**src/rtl/int_pkg.sv**
```systemverilog
// Shared types and constants for the interrupt acknowledge sequencer.
// The optional INT_ACK_NEST_EN macro is consumed by interrupt_ack_sequencer.sv.
package int_pkg;

  localparam int ID_W   = 5;
  localparam int PRIO_W = 3;

  // Thread-level running priority: lower than every real priority (0..7).
  localparam logic [3:0] IDLE_PRIO = 4'h8;

  typedef enum logic [1:0] {
    IDLE  = 2'd0,
    REQ   = 2'd1,
    ENTER = 2'd2,
    EXIT  = 2'd3
  } ack_state_t;

  typedef struct packed {
    logic [ID_W-1:0]   id;
    logic [PRIO_W-1:0] prio;
  } int_entry_t;

  // Vector table holds 4-byte entries; wrap-around of the add is ignored.
  function automatic logic [31:0] vec_of(input logic [31:0] base, input logic [ID_W-1:0] id);
    return base + {25'b0, id, 2'b00};
  endfunction

endpackage

```
**src/rtl/interrupt_ack_sequencer_if.sv**
```systemverilog
// Core-side vectoring handshake between the sequencer (master) and the core (slave).
interface interrupt_ack_sequencer_if;

  // take_req/vec_addr are held stable from assertion until take_ack is seen
  // high at a rising edge; the transfer completes on that edge. reti is an
  // independent single-cycle pulse from the core.
  logic        take_req;
  logic [31:0] vec_addr;
  logic        take_ack;
  logic        reti;

  modport master (output take_req, output vec_addr, input take_ack, input reti);
  modport slave  (input take_req, input vec_addr, output take_ack, output reti);

endinterface

```
**src/rtl/interrupt_ack_sequencer_nest_stack.sv**
```systemverilog
// LIFO of active interrupts {id, prio}; push and pop are never simultaneous.
module int_nest_stack
  import int_pkg::*;
#(
  parameter int DEPTH = 4
) (
  input  logic       clk,
  input  logic       rst,
  input  logic       push,
  input  logic       pop,
  input  int_entry_t din,
  output int_entry_t top,
  output logic [3:0] depth,
  output logic       full,
  output logic       empty
);

  // Storage is sized for the maximum legal depth; only DEPTH slots are reachable.
  int_entry_t mem_q [8];
  int_entry_t mem_d [8];
  logic [3:0] cnt_q, cnt_d;
  logic [2:0] top_idx;

  assign full    = (cnt_q == 4'(DEPTH));
  assign empty   = (cnt_q == 4'd0);
  assign depth   = cnt_q;
  assign top_idx = cnt_q[2:0] - 3'd1;
  assign top     = empty ? '0 : mem_q[top_idx];

  always_comb begin
    mem_d = mem_q;
    cnt_d = cnt_q;
    if (push && !full) begin
      mem_d[cnt_q[2:0]] = din;
      cnt_d             = cnt_q + 4'd1;
    end else if (pop && !empty) begin
      cnt_d = cnt_q - 4'd1;
    end
  end

  always_ff @(posedge clk or posedge rst) begin
    if (rst) begin
      cnt_q <= 4'd0;
      for (int i = 0; i < 8; i++) mem_q[i] <= '0;
    end else begin
      cnt_q <= cnt_d;
      mem_q <= mem_d;
    end
  end

endmodule

```
**src/rtl/interrupt_ack_sequencer.sv**
```systemverilog
// Processor-side interrupt responder: preemption decision, vector handshake, ack pulses.
// Define INT_ACK_NEST_EN for nesting up to DEPTH; otherwise one active interrupt at a time.
module interrupt_ack_sequencer
  import int_pkg::*;
#(
  parameter int DEPTH = 4
) (
  input  logic                        clk,
  input  logic                        rst,
  input  logic                        gie,
  input  logic                        int_flag,
  input  logic [ID_W-1:0]             int_ID,
  input  logic [PRIO_W-1:0]           _priority,
  input  logic [31:0]                 ivt_base,
  interrupt_ack_sequencer_if.master   core,
  output logic                        ack_start,
  output logic [ID_W-1:0]             ack_start_id,
  output logic                        ack_end,
  output logic [ID_W-1:0]             ack_end_id,
  output logic [3:0]                  cur_prio,
  output logic [3:0]                  nest_depth,
  output logic                        proto_err,
  output ack_state_t                  dbg_state
);

`ifdef INT_ACK_NEST_EN
  localparam int EFF_DEPTH = DEPTH;
`else
  localparam int EFF_DEPTH = (DEPTH > 1) ? 1 : DEPTH;
`endif

  localparam logic [1:0] S_IDLE  = IDLE;
  localparam logic [1:0] S_REQ   = REQ;
  localparam logic [1:0] S_ENTER = ENTER;
  localparam logic [1:0] S_EXIT  = EXIT;

  logic [1:0]        state_q, state_d;
  logic [ID_W-1:0]   id_q, id_d;
  logic [PRIO_W-1:0] prio_q, prio_d;
  logic [31:0]       vec_q, vec_d;
  logic [ID_W-1:0]   ack_start_id_q, ack_start_id_d;
  logic [ID_W-1:0]   ack_end_id_q, ack_end_id_d;
  logic              reti_pend_q, reti_pend_d;
  logic              proto_err_q, proto_err_d;

  logic       push, pop, full, empty, eligible, eff_reti;
  int_entry_t entry, top;
  logic [3:0] depth;

  assign entry = '{id: id_q, prio: prio_q};

  int_nest_stack #(.DEPTH(EFF_DEPTH)) u_stack (
    .clk   (clk),
    .rst   (rst),
    .push  (push),
    .pop   (pop),
    .din   (entry),
    .top   (top),
    .depth (depth),
    .full  (full),
    .empty (empty)
  );

  // Strict less-than: equal priority never preempts, which also masks the
  // just-acknowledged ID the controller still shows right after ENTER.
  assign eligible = int_flag & gie & ({1'b0, _priority} < cur_prio) & ~full;
  assign eff_reti = core.reti | reti_pend_q;

  always_comb begin
    state_d        = state_q;
    id_d           = id_q;
    prio_d         = prio_q;
    vec_d          = vec_q;
    ack_start_id_d = ack_start_id_q;
    ack_end_id_d   = ack_end_id_q;
    reti_pend_d    = reti_pend_q | core.reti;
    proto_err_d    = 1'b0;
    push           = 1'b0;
    pop            = 1'b0;
    case (state_q)
      S_IDLE: begin
        if (eff_reti && !empty) begin
          state_d      = S_EXIT;
          ack_end_id_d = top.id;
        end else if (eff_reti) begin
          proto_err_d = 1'b1;
          reti_pend_d = 1'b0;
        end else if (eligible) begin
          id_d    = int_ID;
          prio_d  = _priority;
          vec_d   = vec_of(ivt_base, int_ID);
          state_d = S_REQ;
        end
      end
      S_REQ: begin
        if (core.take_ack) begin
          state_d        = S_ENTER;
          ack_start_id_d = id_q;
        end
      end
      S_ENTER: begin
        push    = 1'b1;
        state_d = S_IDLE;
      end
      S_EXIT: begin
        pop         = 1'b1;
        reti_pend_d = core.reti;
        state_d     = S_IDLE;
      end
      default: state_d = S_IDLE;
    endcase
  end

  always_ff @(posedge clk or posedge rst) begin
    if (rst) begin
      state_q        <= S_IDLE;
      id_q           <= '0;
      prio_q         <= '0;
      vec_q          <= '0;
      ack_start_id_q <= '0;
      ack_end_id_q   <= '0;
      reti_pend_q    <= 1'b0;
      proto_err_q    <= 1'b0;
    end else begin
      state_q        <= state_d;
      id_q           <= id_d;
      prio_q         <= prio_d;
      vec_q          <= vec_d;
      ack_start_id_q <= ack_start_id_d;
      ack_end_id_q   <= ack_end_id_d;
      reti_pend_q    <= reti_pend_d;
      proto_err_q    <= proto_err_d;
    end
  end

  assign core.take_req = (state_q == S_REQ);
  assign core.vec_addr = vec_q;
  assign ack_start     = (state_q == S_ENTER);
  assign ack_start_id  = ack_start_id_q;
  assign ack_end       = (state_q == S_EXIT);
  assign ack_end_id    = ack_end_id_q;
  assign cur_prio      = empty ? IDLE_PRIO : {1'b0, top.prio};
  assign nest_depth    = depth;
  assign proto_err     = proto_err_q;
  assign dbg_state     = ack_state_t'(state_q);

endmodule

```
**src/flat_wrapper.sv**
```systemverilog
// flat-port wrapper written by rule: the top's interface ports become plain ports
module interrupt_ack_sequencer_flat import int_pkg::*;
#(
  parameter int DEPTH = 4
)
  (clk, rst, gie, int_flag, int_ID, _priority, ivt_base, ack_start, ack_start_id, ack_end, ack_end_id, cur_prio, nest_depth, proto_err, dbg_state, core_take_req, core_vec_addr, core_take_ack, core_reti);
  interrupt_ack_sequencer_if core_i ();
  input  logic clk;
  input  logic rst;
  input  logic gie;
  input  logic int_flag;
  input  logic [ID_W-1:0] int_ID;
  input  logic [PRIO_W-1:0] _priority;
  input  logic [31:0] ivt_base;
  output logic ack_start;
  output logic [ID_W-1:0] ack_start_id;
  output logic ack_end;
  output logic [ID_W-1:0] ack_end_id;
  output logic [3:0] cur_prio;
  output logic [3:0] nest_depth;
  output logic proto_err;
  output ack_state_t dbg_state;
  output wire logic [$bits(core_i.take_req)-1:0] core_take_req;
  output wire logic [$bits(core_i.vec_addr)-1:0] core_vec_addr;
  input wire logic [$bits(core_i.take_ack)-1:0] core_take_ack;
  input wire logic [$bits(core_i.reti)-1:0] core_reti;
  assign core_take_req = core_i.take_req;
  assign core_vec_addr = core_i.vec_addr;
  assign core_i.take_ack = core_take_ack;
  assign core_i.reti = core_reti;
  interrupt_ack_sequencer #(.DEPTH(DEPTH)) u_core (.clk(clk), .rst(rst), .gie(gie), .int_flag(int_flag), .int_ID(int_ID), ._priority(_priority), .ivt_base(ivt_base), .core(core_i), .ack_start(ack_start), .ack_start_id(ack_start_id), .ack_end(ack_end), .ack_end_id(ack_end_id), .cur_prio(cur_prio), .nest_depth(nest_depth), .proto_err(proto_err), .dbg_state(dbg_state));
endmodule
```
**config.mk**
```make
export PLATFORM = sky130hd
export DESIGN_NAME = interrupt_ack_sequencer_flat
export DESIGN_NICKNAME = d
export VERILOG_FILES = /design/src/rtl/int_pkg.sv /design/src/rtl/interrupt_ack_sequencer_if.sv /design/src/rtl/interrupt_ack_sequencer_nest_stack.sv /design/src/rtl/interrupt_ack_sequencer.sv /design/src/flat_wrapper.sv
export SDC_FILE = /design/constraint.sdc
export NUM_CORES = 1
export LEC_CHECK = 0
export ABC_AREA = 1
export BUFFER_PORTS_ARGS = -buffer_cell sky130_fd_sc_hd__buf_2
export CORE_ASPECT_RATIO = 0.8
export CORE_MARGIN = 2
export CORE_UTILIZATION = 55
export CTS_CLUSTER_DIAMETER = 150
export DETAILED_ROUTE_END_ITERATION = 7
export HOLD_SLACK_MARGIN = 0.03
export PLACE_DENSITY = 0.78
export SLEW_MARGIN = 20
export SYNTH_ARGS = -nofsm -noshare
export SYNTH_HDL_FRONTEND = slang
export SYNTH_SLANG_ARGS = --single-unit
```
**constraint.sdc**
```tcl
create_clock -name clk -period 4 [get_ports clk]
set_input_delay 0.4 -clock clk [delete_from_list [all_inputs] [get_ports clk]]
set_output_delay 0.4 -clock clk [all_outputs]
set_load 0.005 [all_outputs]
```
After elaboration in Yosys (flattened, before gate mapping)
Index checks and enable logic that the tools add are counted.
{"block": "totals", "regBits": 122, "inputBits": 46, "out_inout_bits": 56, "word_cells": 85}
{"block": "op_classes", "n_addsub": 4, "order_cmp": 4, "eq_ne": 7, "n_mux": 22, "bitwise": 9, "reduce_logical": 14}
{"cell": "bitwise mux 64 bit", "n": 1}
{"cell": "adder 32 x 7 -> 32 bit", "n": 1}
{"cell": "2-to-1 mux 8 bit", "n": 4}
{"cell": "binary-select mux 8 bit (select 3 bit)", "n": 1}
{"cell": "demux 8 bit (select 3 bit)", "n": 1}
{"cell": "2-to-1 mux 4 bit", "n": 3}
{"cell": ">= comparator 4 bit, second input constant", "n": 2}
{"cell": "2-to-1 mux 2 bit", "n": 4}
{"cell": "inverter 3 -> 4 bit", "n": 2}
{"cell": "2-to-1 mux 1 bit", "n": 6}
{"cell": "case mux 2 bit (3 select lines)", "n": 1}
{"cell": "adder 4 x 1 -> 4 bit, second input constant", "n": 1}
{"cell": "== test 2 bit, second input constant", "n": 2}
{"cell": "== test 4 x 1 -> 1 bit, second input constant", "n": 1}
{"cell": "logical AND 1 bit", "n": 4}
{"cell": "logical NOT 4 bit", "n": 1}
{"cell": "< comparator 3 x 4 -> 1 bit", "n": 1}
{"cell": "< comparator 4 x 1 -> 1 bit, second input constant", "n": 1}
{"cell": "AND reduction 2 bit", "n": 2}
{"cell": "AND reduction 4 bit", "n": 1}
{"cell": "subtractor 4 x 1 -> 4 bit, second input constant", "n": 1}
{"cell": "AND 1 bit", "n": 3}
{"cell": "inequality test 3 x 1 -> 1 bit, second input constant", "n": 1}
{"cell": "inequality test 3 bit, second input constant", "n": 1}
{"cell": "other kinds (11)", "n": 14}

Depth between registers and ports, before layout
Gate-level depths: netlist of the first run.
{"block": "logic_depth", "depth_word": 14, "depth_mapped": 20, "mapped_depth_nobuf": 15}

Cells and area by module
A second synthesis of the first run with hierarchy kept.
{"block": "unflattened", "hier_cells": 931, "area_unflattened_um2": 6866.6}
{"module": "int_nest_stack", "n_inst": 1, "cells_per_inst": 450, "area_per_inst_um2": 3545.9, "seq_area_each_um2": 1701.6}
{"module": "interrupt_ack_sequencer", "n_inst": 1, "cells_per_inst": 481, "area_per_inst_um2": 3320.7, "seq_area_each_um2": 1351.3}

Worst setup path after synthesis of the first run
OpenSTA, ideal clock, no wires.
{"block": "synth_timing", "path_kind": "reg-to-reg", "startpoint": "register u_core.u_stack.cnt_q[0] (netlist: u_core.u_stack.depth[0])", "endpoint": "register u_core.vec_q[24] (netlist: u_core.core.vec_addr[24])", "setup_time_ps": 118, "arrival_ps": 3001, "required_ps": 3882, "setup_slack_ps": 881, "path_stages_with_launch": 21, "n_path_buf": 5, "period_less_slack_ps": 3119, "path_cell_list": "dfrtp_1 -> inv_1 -> buf_2 -> buf_1 -> ha_1 -> clkbuf_1 -> inv_1 -> clkbuf_1 -> o21ai_0 -> o221ai_1 -> o211ai_1 -> ha_1 -> nand2_1 -> nand2_1 -> nand2_1 -> nand2_1 -> inv_2 -> nand2_4 -> buf_6 -> nand2_1 -> nand2_1"}
{"block": "synth_via", "elab_chain_len": 11, "word_cells_on_any_way": 17, "cone_classes": "add/sub: 1; order compare: 1; eq/ne: 1; mux: 5; bitwise: 5; reduce/logical: 4"}
{"element": "start: declaration", "line_no": "interrupt_ack_sequencer_nest_stack.sv:21", "text": "logic [3:0] cnt_q, cnt_d;"}
{"element": "start signal: assignment", "line_no": "interrupt_ack_sequencer_nest_stack.sv:46", "text": "cnt_q <= cnt_d;"}
{"element": "subtractor 3 x 1 -> 3 bit", "line_no": "interrupt_ack_sequencer_nest_stack.sv:27", "text": "assign top_idx = cnt_q[2:0] - 3'd1;"}
{"element": "inverter 3 -> 4 bit (not written as such)", "line_no": "interrupt_ack_sequencer_nest_stack.sv:28", "text": "assign top = empty ? '0 : mem_q[top_idx];"}
{"element": "binary-select mux 8 bit (select 3 bit)", "line_no": "interrupt_ack_sequencer_nest_stack.sv:28"}
{"element": "2-to-1 mux 8 bit (not written as such) (2 in series)", "line_no": "interrupt_ack_sequencer_nest_stack.sv:28"}
{"element": "2-to-1 mux 8 bit", "line_no": "interrupt_ack_sequencer_nest_stack.sv:28"}
{"element": "2-to-1 mux 4 bit", "line_no": "interrupt_ack_sequencer.sv:142", "text": "assign cur_prio = empty ? IDLE_PRIO : {1'b0, top.prio};"}
{"element": "< comparator 3 x 4 -> 1 bit", "line_no": "interrupt_ack_sequencer.sv:66", "text": "assign eligible = int_flag & gie & ({1'b0, _priority} < cur_prio) & ~full;"}
{"element": "AND 1 bit (2 in series)", "line_no": "interrupt_ack_sequencer.sv:66"}
{"element": "AND reduction 4 bit (no line) (*)"}
{"element": "end signal: assignment", "line_no": "interrupt_ack_sequencer.sv:128", "text": "vec_q <= vec_d;"}
{"element": "end: declaration", "line_no": "interrupt_ack_sequencer.sv:40", "text": "logic [31:0] vec_q, vec_d;"}
Mark *: on every way between the ends. The rest lies on a longest branch, timed or not. The select of a mux whose other input is x is not followed.
A chain may end at the register's enable or synchronous reset.

Worst setup path after layout of the first run
{"block": "layout_timing", "startpoint": "register u_core.u_stack.cnt_q[1] (netlist: u_core.u_stack.depth[1])", "endpoint": "register u_core.id_q[4]"}
{"block": "layout_via", "elab_chain_len": 11, "word_cells_on_any_way": 17, "cone_classes": "add/sub: 1; order compare: 1; eq/ne: 1; mux: 5; bitwise: 5; reduce/logical: 4"}
{"element": "subtractor 3 x 1 -> 3 bit", "line_no": "interrupt_ack_sequencer_nest_stack.sv:27"}
{"element": "inverter 3 -> 4 bit (not written as such)", "line_no": "interrupt_ack_sequencer_nest_stack.sv:28"}
{"element": "binary-select mux 8 bit (select 3 bit)", "line_no": "interrupt_ack_sequencer_nest_stack.sv:28"}
{"element": "2-to-1 mux 8 bit (not written as such) (2 in series)", "line_no": "interrupt_ack_sequencer_nest_stack.sv:28"}
{"element": "2-to-1 mux 8 bit", "line_no": "interrupt_ack_sequencer_nest_stack.sv:28"}
{"element": "2-to-1 mux 4 bit", "line_no": "interrupt_ack_sequencer.sv:142"}
{"element": "< comparator 3 x 4 -> 1 bit", "line_no": "interrupt_ack_sequencer.sv:66"}
{"element": "AND 1 bit (2 in series)", "line_no": "interrupt_ack_sequencer.sv:66"}
{"element": "AND reduction 4 bit (no line) (*)"}
{"element": "end signal: assignment", "line_no": "interrupt_ack_sequencer.sv:126", "text": "id_q <= id_d;"}
{"element": "end: declaration", "line_no": "interrupt_ack_sequencer.sv:38", "text": "logic [ID_W-1:0] id_q, id_d;"}
Marked as above.

==> flow_summary.toml, run 1 <==
[worst_setup_path]
cp.arrival_ns = 3.79
r2r_setup_slack_ns = 0.52
crit_fanout = 40
worstSetupEndpointType = "register"
regToRegEndpoint = "u_core.id_q[4]"
criticalPathCategory = "reg2reg"
cp.required_ns = 4.31
cp-start-kind = "register"
reg2reg_depth = 15
reg2reg_from = "u_core.u_stack.depth[1]"

[power_and_ir_drop]
ir_worst_vdd_uv = 441
power.density_nw_per_um2 = 831
leakagePower_nw = 3.74

[clocking]
clock_sinks = 122
clk_pin_slew_ns = 0.06
cts_made_buffers = 17
ctsHtreeMaxLevel = 4
cts_hold_buffers = 0
cts_resized = 0
cts.path.max_buffers = 2
cts_tree = "done"
cts_root_buffer = "clkbuf_16"
clkLatencyLatePin_ns = 0.42
post-cts-setup-buffers = 0

[sta]
setup_viol = 0
finalSetupTns_ns = 0
skew_ns = 0.00962
worst_slew_pin_slew_ns = 0.990
drv_slew = 0
finalCritPeriodShare_pct = 87.1
fin_crit_ns = 3.48
relSlewSlack_pct = 33.8
rsz0062_at_grt = "no"
fmax_mhz = 287
hold_viol = 0

[final_layout]
diodes = 0
regArea_um2 = 3050
multi_input_area_um2 = 2750
nNetsFinal = 913
fill_cells = 889
areaGrowthSynthToFinish_pct = 18.6
drive_gt1_share_pct = 17.0
finalInstanceArea_um2 = 7340

[synth]
yosysSeqAreaShare_pct = 49.4
netlist_area_um2 = 6180
syn_area_per_cell_um2 = 8.14
synth_nets = 822
synthCells = 760
ys_ff_latch = 122
ys_types = 32
ys_warn_count = 0

[floorplanning]
core_um2 = 10900
start_util_pct = 56.6
ioPinCount = 102
die_h_um = 98.8
rows = 34
die_area_um2 = 12100
die_x_um = 123

[routing]
wl_um = 17000
dr.pass1.iters = 6
ant_nets = 0
drt_iter0_drc = 666
drc = 0
vias_per_cell = 5.72
vias = 5770
wl_per_cell_um = 16.9

[placed_design]
placed_cell_area_um2 = 6740
routabilityCongestion = 1.00
dp_hpwl_um = 11700
io_buffer_count = 101

[grt]
overflow = 0
grt_max_degree = 67
grtUsageTotal_pct = 29.8
grt_pass1_vias = 5458
antenna_found_initial = 0
grt_pass1_wl_um = 27800

[job]
maxCapViolCount = 0

[run_status]
status = "finished, final reports clean"

[hold_path]
hp-class = "in2async"
[power breakdown]
group / total, mW / leakage, nW / switching (mW) / internal (mW)
Clock: 1.53 / 0.279 / 0.603 / 0.929
Combinational: 2.48 / 1.86 / 1.63 / 0.853
Sequential: 2.08 / 1.60 / 0.318 / 1.76
[placed cells by master (no fill, tap or decap), drive strengths merged, types with 4 or more instances in the layout]
cell,instances
nand2,216
o21ai,108
nor2,58
clkbuf,17
xnor2,9
clkinv,4
nand3,62
ha,15
xor2,21
nand4,13
dfrtp,122
clkinvlp,4
o22ai,13
a21oi,9
nor3,12
buf,106
inv,58
[cell usage after synthesis]
cell,count,share of area (%)
clkbuf_1,19,1.2
ha_1,15,3.0
inv_1,50,3.0
o22ai_1,13,1.3
nor4_1,3,0.30
o221ai_1,2,0.28
nor3b_1,1,0.12
buf_1,1,0.061
o211ai_1,3,0.36
nor3_1,12,0.97
xnor2_1,8,1.1
a21boi_1,1,0.12
o21ai_1,1,0.081
and3_1,1,0.10
inv_2,3,0.18
xor2_1,21,3.0
nand3b_1,2,0.24
fa_1,1,0.32
nand4_1,13,1.3
buf_4,2,0.24
nand2_4,1,0.18
buf_2,6,0.49
nor2_1,58,3.5
dfrtp_1,122,49
xnor2_2,1,0.26
a22oi_1,1,0.12
buf_6,6,1.1
o21ai_0,107,8.7
nand2_1,215,13
nand3_2,2,0.32
nand3_1,60,4.9
a21oi_1,9,0.73
[area by class of cell]
type                            instances  share of cell area (%)
Multi-Input combinational cell        551                    37.5
Clock inverter                         15                    2.29
Tap cell                              144                    2.46
Clock buffer                           17                    5.80
Timing Repair Buffer                  106                    7.57
Inverter                               53                    2.75
Sequential cell                       122                    41.6
[per-stage QoR]
step | total power, mW | hold slack, ns | setup WS (ns) | utilization (%) | instances
2_1_floorplan | 3.63 | 0.442 | 0.357 | - | 760
3_3_place_gp | 4.39 | 0.452 | 0.812 | 61.7 | 976
3_5_place_dp | 4.51 | 0.457 | 0.639 | 61.7 | 976
4_1_cts | 6.06 | 0.127 | 0.609 | 67.1 | 1008
5_1_grt | 6.51 | 0.177 | 0.232 | 67.1 | 1008
6_report | 6.09 | 0.102 | 0.517 | 67.1 | 1008
[per-layer routing]
| metal | GRT usage (%) | vias to the layer above | wire (um) |
|---|---|---|---|
| li1 | - | 2693 | - |
| met1 | 45.3 | 2725 | 7710 |
| met2 | 42.7 | 317 | 7400 |
| met3 | 5.61 | 35 | 1580 |
| met4 | 10.4 | 0 | 347 |
| met5 | 0 | - | 0 |
[registers in the layout, indices dropped and copies added (netlist names)]
name / count
u_core.proto_err: 1
u_core.prio_q: 3
u_core.core.vec_addr: 32
u_core.ack_start_id: 5
u_core.dbg_state: 2
u_core.ack_end_id: 5
u_core.u_stack.depth: 4
u_core.id_q: 5
u_core.reti_pend_q: 1
u_core.u_stack.mem_q: 64
[cell families (layout without fill, tap and decap cells)]
kind of cell / after synthesis / after routing / synth area share (%)
flops: 122 / 122 / 49.4
fa+ha+maj: 16 / 16 / 3.36
simple gates: 368 / 368 / 25.0
xor+xnor: 30 / 30 / 4.37
buf+inv: 87 / 191 / 6.25
compound gates: 137 / 137 / 11.7
[worst max-delay path, stage by stage (launching register included)]
cell	delay (ns)
dfrtp_1	0.53
inv_1	0.19
ha_1	0.33
inv_1	0.40
o21ai_0	0.18
o221ai_1	0.19
o211ai_1	0.16
ha_1	0.32
inv_1	0.05
nor2_1	0.04
nand2_1	0.07
nand2_1	0.08
inv_2	0.23
nand2_4	0.32
nand2_1	0.21
nand2_1	0.06
[worst max path at each step]
stage | to | slack (ns) | from
finish | u_core.id_q[4] | 0.52 | u_core.u_stack.depth[1]
detailed placement | u_core.id_q[4] | 0.64 | u_core.u_stack.depth[1]
CTS | u_core.id_q[4] | 0.61 | u_core.u_stack.depth[1]
floorplan | u_core.ack_end_id[0] | 0.36 | rst
global placement | u_core.core.vec_addr[5] | 0.81 | u_core.u_stack.depth[1]
global route | u_core.id_q[4] | 0.23 | u_core.u_stack.depth[0]
No activity file was read; power rests on OpenSTA's default activity.
==> inputs of run 2 (changes only) <==
--- a/config.mk
+++ b/config.mk
@@ -9,11 +9,11 @@
 export BUFFER_PORTS_ARGS = -buffer_cell sky130_fd_sc_hd__buf_2
 export CORE_ASPECT_RATIO = 0.8
 export CORE_MARGIN = 2
-export CORE_UTILIZATION = 55
+export CORE_UTILIZATION = 50
 export CTS_CLUSTER_DIAMETER = 150
 export DETAILED_ROUTE_END_ITERATION = 7
 export HOLD_SLACK_MARGIN = 0.03
-export PLACE_DENSITY = 0.78
+export PLACE_DENSITY = 0.72
 export SLEW_MARGIN = 20
 export SYNTH_ARGS = -nofsm -noshare
 export SYNTH_HDL_FRONTEND = slang
==> run 2 against run 1 <==
- via count down 3.4%
- non-clock buffer count up 4
- combinational power down 2%
- sequential share of layout area down 0.22 points
- largest power group unchanged
==> flow_summary.toml, run 2 (synthesized netlist as in run 1, its figures left out) <==
[floorplanning]
die_area_um2 = 13300
start_util_pct = 51.0
core_um2 = 12100
die_h_um = 103
die_x_um = 128
rows = 36
ioPinCount = 102

[worst_setup_path]
reg2reg_depth = 15
cp_slowest_stage_delay_ns = 0.51
cp.arrival_ns = 3.75
r2r_setup_slack_ns = 0.55
cpMostUsedCell = "nand2_1"
crit_path_top_delay_cell = "dfrtp_1"
crit_family = "buffers and inverters"
path_cells = "inv_1 > ha_1 > inv_1 > o21ai_0 > o221ai_1 > o211ai_1 > ha_1 > inv_1 > nor2_1 > nand2_1 > nand2_1 > inv_2 > nand2_4 > nand2_1 > nand2_1"
cp-start-kind = "register"
cp.required_ns = 4.30
reg2reg_from = "u_core.u_stack.depth[1]"
worstSetupEndpointType = "register"
path_buf_inv = 4
regToRegEndpoint = "u_core.core.vec_addr[23]"
crit_fanout = 40
criticalPathCategory = "reg2reg"

[sta]
hold_viol = 0
fin_crit_ns = 3.45
fmax_mhz = 290
finalCritPeriodShare_pct = 86.4
finalSetupTns_ns = 0
rsz0062_at_grt = "no"
relSlewSlack_pct = 42.3
skew_ns = 0.00637
drv_slew = 0
setup_viol = 0
worst_slew_pin_slew_ns = 0.863

[clocking]
clk_pin_slew_ns = 0.05
cts_made_buffers = 17
clock_sinks = 122
clkLatencyLatePin_ns = 0.42
cts_tree = "done"
cts.path.max_buffers = 2
cts_hold_buffers = 0
cts_root_buffer = "clkbuf_16"
post-cts-setup-buffers = 0
cts_resized = 0
ctsHtreeMaxLevel = 4

[grt]
grtUsageTotal_pct = 27.1
grt_pass1_wl_um = 27300
antenna_found_initial = 0
grt_max_degree = 67
grt_pass1_vias = 5235
overflow = 0

[routing]
ant_nets = 0
vias_per_cell = 5.47
dr.pass1.iters = 5
drc = 0
wl_um = 17200
wl_per_cell_um = 16.9
vias = 5575
drt_iter0_drc = 515

[final_layout]
final_common_cell = "nand2_1"
nNetsFinal = 917
regMostFlops = "u_core.u_stack.mem_q"
diodes = 0
areaGrowthSynthToFinish_pct = 19.2
final_cell_mix = "215 x nand2_1, 122 x dfrtp_1, 107 x o21ai_0"
largest_reg_flops = 64
finalInstanceArea_um2 = 7370
drive_gt1_share_pct = 17.3

[job]
maxCapViolCount = 0

[power_and_ir_drop]
leakagePower_nw = 3.77
power.density_nw_per_um2 = 824
ir_worst_vdd_uv = 442
total_power_mw = 6.07

[placed_design]
io_buffer_count = 101
placed_cell_area_um2 = 6770
dp_hpwl_um = 12100
routabilityCongestion = 0.940

[run_status]
status = "finished, final reports clean"

[hold_path]
hp-class = "in2async"
==> run 2: cell types whose count changed in the layout (fill, tap and decap cells not counted), moves of 2 or more <==
cell / before / now
buf_4: 4 / 9
clkinv_2: 1 / 5
inv_6: 4 / 0
clkbuf_8: 0 / 2
clkinvlp_4: 4 / 2
==> run 2: how the worst max path moves through the flow <==
| stage | to | cells past startpoint | slack (ns) | startpoint |
|---|---|---|---|---|
| global placement | u_core.core.vec_addr[2] | 15 | 0.84 | u_core.u_stack.depth[1] |
| detailed placement | u_core.core.vec_addr[23] | 15 | 0.60 | u_core.u_stack.depth[1] |
| finish | u_core.core.vec_addr[23] | 15 | 0.55 | u_core.u_stack.depth[1] |
| floorplan | u_core.ack_end_id[0] | 1 | 0.36 | rst |
| CTS | u_core.core.vec_addr[23] | 15 | 0.58 | u_core.u_stack.depth[1] |
| global route | u_core.core.vec_addr[29] | 15 | 0.22 | u_core.u_stack.depth[1] |
==> run 2: stage by stage <==
step / hold slack [ns] / cells / util (%) / worst slack (ns)
after global placement: 0.450 / 988 / 55.9 / 0.845
after CTS: 0.185 / 1020 / 60.9 / 0.578
after detailed placement: 0.454 / 988 / 55.9 / 0.600
final: 0.149 / 1020 / 60.9 / 0.546
after floorplan: 0.442 / 760 / - / 0.357
after global routing: 0.213 / 1020 / 60.9 / 0.221
==> run 2: layout make-up <==
class                   instances  area [um^2]
clock buffers                  20          457
clock inverters                12          148
fillers                      1100         4740
inverters                      53          201
multi-input cells             551         2750
flip-flops and latches        122         3050
well taps                     152          190
repair buffers                110          573
==> run 2: report_power, final <==
part	total, mW	internal [mW]	switching (mW)
Sequential	2.08	1.76	0.314
Combinational	2.44	0.867	1.57
Clock	1.56	1.01	0.550
Total	6.07	3.64	2.44
==> run 2: layer usage <==
metal	wire length [um]	GRT usage [%]	vias up
li1	-	-	2697
met1	8440	41.0	2627
met2	7230	37.6	225
met3	1300	8.33	26
met4	267	7.44	0
met5	0	0	-
==> run 2: worst reg2reg max path, delay by kind of cell, from the launching register on <==
family          cells  cell delay (ns)
buf+inv             4             0.87
simple gates        6             0.76
fa+ha+maj           2             0.62
compound gates      3             0.57
flops               1             0.51
